===== src/rtl/input_cond_pkg.sv =====
// input_cond_pkg: shared channel indices, debounce FSM encoding and cycle-count helper.
package input_cond_pkg;

    localparam int CH_HOOKED   = 0;
    localparam int CH_UNHOOKED = 1;
    localparam int CH_WRITE    = 2;

    typedef enum logic [1:0] {
        IDLE         = 2'd0,
        PRESS_WAIT   = 2'd1,
        HELD         = 2'd2,
        RELEASE_WAIT = 2'd3
    } db_state_e;

    function automatic int ms_to_cyc(input int hz, input int ms);
        return hz / 1000 * ms;
    endfunction

endpackage


===== src/rtl/debounce_channel.sv =====
// debounce_channel: synchroniser, debounce FSM and pulse generation for one input bit.
// Long-press hold counter is built only when INPUT_COND_LONG_PRESS_EN is defined.
module debounce_channel
    import input_cond_pkg::*;
#(
    parameter int DB_CYC   = 4
`ifdef INPUT_COND_LONG_PRESS_EN
   ,parameter int LONG_CYC = 20
`endif
) (
    input  logic clk,
    input  logic reset,
    input  logic raw_i,
    output logic level_o,
    output logic press_o,
    output logic release_o,
    output logic long_o
);

    localparam int CW = $clog2(DB_CYC + 1);
    localparam logic [CW-1:0] CLAST = CW'(DB_CYC - 1);

    logic [1:0]    sync_q;
    db_state_e     state_q;
    logic [CW-1:0] cnt_q;
    logic          level_q, press_q, release_q;
    logic          sync;

    assign sync = sync_q[1];

    always_ff @(posedge clk or posedge reset) begin
        if (reset) begin
            sync_q    <= '0;
            state_q   <= IDLE;
            cnt_q     <= '0;
            level_q   <= 1'b0;
            press_q   <= 1'b0;
            release_q <= 1'b0;
        end else begin
            sync_q    <= {sync_q[0], raw_i};
            press_q   <= 1'b0;
            release_q <= 1'b0;
            case (state_q)
                IDLE: if (sync) begin
                    state_q <= PRESS_WAIT;
                    cnt_q   <= '0;
                end
                PRESS_WAIT: if (!sync) begin
                    state_q <= IDLE;
                    cnt_q   <= '0;
                end else if (cnt_q == CLAST) begin
                    state_q <= HELD;
                    cnt_q   <= '0;
                    level_q <= 1'b1;
                    press_q <= 1'b1;
                end else begin
                    cnt_q <= cnt_q + 1'b1;
                end
                HELD: if (!sync) begin
                    state_q <= RELEASE_WAIT;
                    cnt_q   <= '0;
                end
                RELEASE_WAIT: if (sync) begin
                    state_q <= HELD;
                    cnt_q   <= '0;
                end else if (cnt_q == CLAST) begin
                    state_q   <= IDLE;
                    cnt_q     <= '0;
                    level_q   <= 1'b0;
                    release_q <= 1'b1;
                end else begin
                    cnt_q <= cnt_q + 1'b1;
                end
                default: state_q <= IDLE;
            endcase
        end
    end

    assign level_o   = level_q;
    assign press_o   = press_q;
    assign release_o = release_q;

`ifdef INPUT_COND_LONG_PRESS_EN
    localparam int HW = $clog2(LONG_CYC + 1);
    localparam logic [HW-1:0] HMAX = HW'(LONG_CYC);

    logic [HW-1:0] hold_q, hold_d;
    logic          long_q;

    always_comb hold_d = (hold_q == HMAX) ? hold_q : hold_q + 1'b1;

    // Counts from the first HELD cycle and saturates, so the pulse never repeats.
    always_ff @(posedge clk or posedge reset) begin
        if (reset) begin
            hold_q <= '0;
            long_q <= 1'b0;
        end else if (state_q == HELD || state_q == RELEASE_WAIT) begin
            hold_q <= hold_d;
            long_q <= (hold_q != HMAX) && (hold_d == HMAX);
        end else begin
            hold_q <= '0;
            long_q <= 1'b0;
        end
    end

    assign long_o = long_q;
`else
    assign long_o = 1'b0;
`endif

endmodule


===== src/rtl/input_conditioner.sv =====
// input_conditioner: debounces the three button inputs and tracks hook state.
// Optional long-press pulses are enabled with INPUT_COND_LONG_PRESS_EN.
module input_conditioner
    import input_cond_pkg::*;
#(
    parameter int CLK_HZ      = 50_000_000,
    parameter int DEBOUNCE_MS = 20,
    parameter int LONG_MS     = 1000
) (
    input  logic       clk,
    input  logic       reset,
    input  logic [2:0] btn_raw,
    output logic [2:0] btn_level,
    output logic [2:0] btn_press,
    output logic [2:0] btn_release,
    output logic [2:0] btn_long,
    output logic       hook_state
);

    localparam int DB_CYC   = ms_to_cyc(CLK_HZ, DEBOUNCE_MS);
    localparam int LONG_CYC = ms_to_cyc(CLK_HZ, LONG_MS);

    if (DB_CYC < 1 || LONG_CYC <= DB_CYC) begin : g_cfg_err
        $error("input_conditioner: need DB_CYC >= 1 and LONG_CYC > DB_CYC");
    end

    for (genvar i = 0; i < 3; i++) begin : g_ch
        debounce_channel #(
            .DB_CYC  (DB_CYC)
`ifdef INPUT_COND_LONG_PRESS_EN
           ,.LONG_CYC(LONG_CYC)
`endif
        ) u_ch (
            .clk      (clk),
            .reset    (reset),
            .raw_i    (btn_raw[i]),
            .level_o  (btn_level[i]),
            .press_o  (btn_press[i]),
            .release_o(btn_release[i]),
            .long_o   (btn_long[i])
        );
    end

    logic hook_q, hook_d;

    // Conflicting presses in one cycle leave the state alone.
    always_comb hook_d = (btn_press[CH_UNHOOKED] && !btn_press[CH_HOOKED]) ? 1'b1 :
                         (btn_press[CH_HOOKED] && !btn_press[CH_UNHOOKED]) ? 1'b0 : hook_q;

    always_ff @(posedge clk or posedge reset) begin
        if (reset) hook_q <= 1'b0;
        else       hook_q <= hook_d;
    end

    assign hook_state = hook_q;

endmodule


===== config.mk =====
export PLATFORM = sky130hd
export DESIGN_NAME = input_conditioner
export DESIGN_NICKNAME = d
export VERILOG_FILES = /design/src/rtl/input_cond_pkg.sv /design/src/rtl/debounce_channel.sv /design/src/rtl/input_conditioner.sv
export SDC_FILE = /design/constraint.sdc
export NUM_CORES = 1
export LEC_CHECK = 0
export ABC_CLOCK_PERIOD_IN_PS = 2100
export BUFFER_PORTS_ARGS = -buffer_cell sky130_fd_sc_hd__buf_2
export CAP_MARGIN = 0
export CORE_ASPECT_RATIO = 2
export CORE_MARGIN = 2
export CORE_UTILIZATION = 47
export CTS_CLUSTER_DIAMETER = 40
export DETAILED_ROUTE_END_ITERATION = 12
export PLACE_DENSITY = 0.7
export SETUP_SLACK_MARGIN = 0.1
export SLEW_MARGIN = 0
export SYNTH_ARGS = -nofsm -noshare
export SYNTH_HDL_FRONTEND = slang
export SYNTH_SLANG_ARGS = --single-unit

===== constraint.sdc =====
create_clock -name clk -period 2.1 [get_ports clk]
set_clock_uncertainty 0.05 [all_clocks]
set_input_delay 0.105 -clock clk [delete_from_list [all_inputs] [get_ports clk]]
set_output_delay 0.105 -clock clk [all_outputs]
set_load 0.02 [all_outputs]

# == After elaboration in Yosys (flattened, before gate mapping) ==
# Cells that the tools add are included.
# totals
ff_bits,82
wordCells,149
# op_classes
muxes,71
n_addsub,3
reduce_logical,20
eq_ne,36
# ops
op,count
2-to-1 mux 20 bit,15
case mux 20 bit (4 select lines),3
adder 20 x 1 -> 20 bit (second input constant),3
== test 20 bit (second input constant),3
2-to-1 mux 2 bit,18
2-to-1 mux 1 bit,29
!= test 2 x 1 -> 1 bit (second input constant),12
case mux 2 bit (4 select lines),3
AND reduction 5 bit,3
== test 2 bit (second input constant),6
!= test 2 bit (second input constant),6
AND reduction 4 bit,3
!= test 3 x 1 -> 1 bit (second input constant),3
!= test 3 bit (second input constant),3
nonzero test 2 bit,4
== test 2 x 1 -> 1 bit (second input constant),3
zero test 2 bit,3
case mux 1 bit (2 select lines),3
AND reduction 2 bit,3
logical AND 1 bit,2
zero test 1 bit,2

# == Depth between registers and ports, before layout ==
# logic_depth
depth_word,4
mapped_depth,8
depth_no_buf,6

# == Cells and area by module ==
# Synthesis repeated with hierarchy kept, for this count alone.
# unflattened
cells_unflattened,457
area_unflattened_um2,4419.2
# modules_own_cells
module,area_each_um2,seq_area_each_um2,cells_per_inst,n_inst
debounce_channel at g_ch[0].u_ch ...,1450.1,675.6,147,2
debounce_channel at g_ch[2].u_ch,1458.9,675.6,158,1
input_conditioner,60.1,25.0,5,1

# == Worst setup path before layout ==
# Ideal clock, no wire load.
# synth_path
kind,register -> register
from,register g_ch[0].u_ch.cnt_q[8]
to,register with a tool-made name
stages_incl_launch_ff,6
path_slack_ps,-4
n_path_buf,0
period_less_slack_ps,2104
t_arrival_ps,1927
cell_sequence,dfrtp_1 > or4b_1 > nor4_2 > a21o_2 > and2_1 > mux2_1
# synth_rtl
element,line,source
from (decl),debounce_channel.sv:25,logic [CW-1:0] cnt_q;
from (signal assigned),debounce_channel.sv:57,cnt_q <= cnt_q + 1'b1;
from (signal assigned),debounce_channel.sv:72,cnt_q <= cnt_q + 1'b1;

# == Worst setup path in the final report ==
# layout_path
from,register g_ch[0].u_ch.cnt_q[13]
to,register g_ch[0].u_ch.level_q
# layout_via
elab_chain_cells,3
elab_cells_between_ends,4
classes_between,eq/ne (3); reduce/logical (1)
# layout_rtl
element,line,source
== test 20 bit *,"debounce_channel.sv:51, debounce_channel.sv:66",
!= test 2 x 1 -> 1 bit (no source line),--,
AND reduction 5 bit (no source line) *,--,
to (signal assigned),debounce_channel.sv:36,level_q <= 1'b0;
to (signal assigned),debounce_channel.sv:54,level_q <= 1'b1;
to (signal assigned),debounce_channel.sv:69,level_q <= 1'b0;
to (decl),debounce_channel.sv:26,"logic level_q, press_q, release_q;"
# Mark *: on every way between the ends. The rest lies on a longest branch, timed or not.
# A chain may end at the register's enable or synchronous reset.

==> flow_summary.yaml <==
sta:
  slew_headroom_pct: 58.13
  report.final.hold_viol_count: 0
  rsz0062_at_grt: "true"
  slew_viol_final: 0
  setup_viol: 0
  fin_crit_sh_pct: 94.00
  layout_min_cycle_time_ns: 1.974
  worst_pin_slew_ns: 0.6267
  final.setup.tns_ns: 0
  fmax_mhz: 506.6
global_routing:
  grt_pass1_wl_um: 16870
  grt_max_degree: 41
  grt_pass1_vias: 3703
  use_met1_pct: 22.02
  grt.total_usage_pct: 21.24
  busiest_layer: "met2"
  met2_usage_pct: 39.18
  grt_overflow_total: 0
  antenna_found_initial: 0
  use_met3_pct: 3.403
logic_synthesis:
  synth_ff_type: "dfrtp_1"
  ys_warn_count: 0
  seq_area_frac_synth_pct: 47.74
  synth_cell_type_count: 60
  synth_seq_cells: 82
  synth_top_area_cell: "dfrtp_1"
  synth_edf_count: 0
  synthTopCellsByArea: "dfrtp_1, a31oi_1, nand2_1, nand3_1, a21oi_1"
  synth_common_cells: "dfrtp_1, nand2_1, a31oi_1"
  synth_top_cell_area_share_pct: 47.74
  post-synth-top-count-cell: "dfrtp_1"
  syn_inst: 451
  synth-async-reset-ratio_pct: 100.0
  syn-cell-area_um2: 4298
  avgSynthCellArea_um2: 9.530
final_layout:
  syn_to_final_growth_pct: 22.21
  antenna_cells: 0
  nFillCells: 751
  drive_gt1_share_pct: 23.29
  stdcell_area_um2: 5253
  fin_nets: 515
placed_design:
  port_buffers: 14
  gp_congestion: 0.8705
  place_hpwl_um: 7008
  placed_cell_area_um2: 4628
job:
  max_cap_viol_count: 0
critical_path:
  rr_endpoint: "g_ch[0].u_ch.level_o"
  worstPathRequired_ns: 2.27
  path_class: "reg2reg"
  reg2reg_from: "g_ch[0].u_ch.cnt_q[13]"
  crit_fanout: 3
  critical_path_arrival_ns: 2.15
  worstSetupStartpointType: "flop"
  r2r_slack_ns: 0.13
  crit_path_end_kind: "flop"
  ff2ff_path_depth: 7
worst_hold_path:
  hold_start: "g_ch[0].u_ch.sync_q[0]"
  hold_depth: 0
  hp-class: "reg2reg"
  min_to: "g_ch[0].u_ch.sync_q[1]"
clocking:
  insertion_delay_ns: 0.34
  cts_tree: "done"
  clk_pin_slew_ns: 0.06
  cts.sink_count: 82
  cts.root.buffer_cell: "clkbuf_16"
  cts_buffer_depth: 2
  numCtsBuffers: 9
  htreeDepth: 3
routing:
  ant_nets: 0
  drtIter0Drc: 206
  drt_first_pass_iters: 4
  viasPerCell: 6.005
  drt-total-wl_um: 10240
  drc: 0
  route.vias.total: 3681
  wl_per_cell_um: 16.70
floorplanning:
  rows: 49
  io_pins: 18
  coreArea_um2: 8951
  die_h_um: 139.2
  die_width_um: 71.62
  dieArea_um2: 9972
  start_util_pct: 48.02
power_and_ir_drop:
  total_power_mw: 4.828
  vdd_drop_max_mv: 0.6967
  powerDensity_nw_per_um2: 919.3
  total_leakage_power_nw: 2.323
status:
  status: "complete, no violations"
-- power by group --
group          switching (mW)  internal, mW  total [mW]
Combinational           0.734         0.545        1.28
Clock                   0.687          1.07        1.75
Sequential              0.117          1.68        1.80
Total                    1.54          3.29        4.83
-- layout by cell type, fill, tap and decap left out, types with 5 or more instances in the layout --
cell       synthesis  final
dfrtp_1           82     81
nand2_1           55     54
buf_4             12     40
a31oi_1           37     37
nand3_1           35     33
a21oi_1           31     27
o21ai_0           24     23
nor2_1            21     19
buf_2              3     15
nand2b_1          10     10
clkbuf_16          0     10
and3_1             9      9
inv_1              9      8
a41oi_1            8      8
a21o_1             8      8
nor3_1             7      7
xor2_1             6      6
nand4_1            6      6
a22o_1             6      6
a21oi_2            2      5
or3_1              6      5
-- per-stage QoR --
| step | std cells | worst slack, ns | hold slack [ns] | utilization [%] |
|---|---|---|---|---|
| 2_1_floorplan | 453 | 0.04607 | 0.08643 | - |
| 3_3_place_gp | 576 | 0.06866 | 0.1557 | 51.71 |
| 3_5_place_dp | 576 | 0.04384 | 0.1655 | 51.71 |
| 4_1_cts | 603 | 0.09113 | 0.3060 | 56.86 |
| 5_1_grt | 613 | 0.07024 | 0.3180 | 58.68 |
| 6_report | 613 | 0.1260 | 0.3033 | 58.68 |
-- kinds of logic after synthesis --
group | Yosys count | share of synthesized area (%)
adders and majority gates | 4 | 1.165
xor gates and xnor gates | 7 | 1.427
DFF | 82 | 47.74
AOI/OAI and AO/OA | 128 | 18.81
and+or+nand+nor | 188 | 24.28
buffers and inverters | 35 | 4.891
muxes | 6 | 1.601
other | 1 | 0.08725
-- flip-flops by register name, summed over array words and instances (netlist names), named ones only --
register / flops
g_ch.u_ch.cnt_q: 60
g_ch.u_ch.level_o: 3
g_ch.u_ch.press_o: 3
g_ch.u_ch.release_o: 3
g_ch.u_ch.state_q: 3
g_ch.u_ch.sync_q: 6
hook_state: 1
-- layout make-up --
type	count	area [um^2]	area share (%)
Tap cell	102	127.6	2.430
Multi-Input combinational cell	337	2157	41.07
Inverter	9	37.54	0.7146
Clock buffer	9	225.2	4.288
Clock inverter	7	106.4	2.025
Sequential cell	82	2053	39.09
Timing Repair Buffer	67	545.5	10.39
-- worst max-delay path by stage --
stage	start	to	slack [ns]	cells past startpoint
finish	g_ch[0].u_ch.cnt_q[13]	g_ch[0].u_ch.level_o	0.13	7
floorplan	g_ch[0].u_ch.cnt_q[8]	flop	0.05	5
global route	g_ch[2].u_ch.cnt_q[13]	flop	0.07	6
CTS	g_ch[0].u_ch.cnt_q[10]	g_ch[0].u_ch.level_o	0.09	7
detailed placement	g_ch[0].u_ch.cnt_q[10]	g_ch[0].u_ch.cnt_q[8]	0.04	6
global placement	g_ch[0].u_ch.cnt_q[10]	g_ch[0].u_ch.cnt_q[10]	0.07	6
-- per-layer routing --
| metal | vias up | wire length, um |
|---|---|---|
| met5 | - | 0 |
| met4 | 0 | 314 |
| met2 | 51 | 5862 |
| met3 | 25 | 209 |
| met1 | 1825 | 3851 |
| li1 | 1780 | - |
-- what timing repair did --
item | 4_1_cts | 5_1_grt
hold buffers | 4 | 0
setup buffers | 5 | 9
gates resized for setup | 8 | 19
setup endpoints to repair | 11 | 32
endpoints found under the hold margin | 28 | 0
cloned | 2 | 1
pin swaps | 7 | 8
-- worst max-delay path: stages, from the launching register on --
cell and delay [ns]:
dfrtp_1 0.39, or4b_4 0.57, nor4_4 0.18, buf_4 0.19, buf_4 0.12, nand3_1 0.13, o21ai_1 0.16, a21oi_1 0.08
Power figures use the tool's default switching activity.
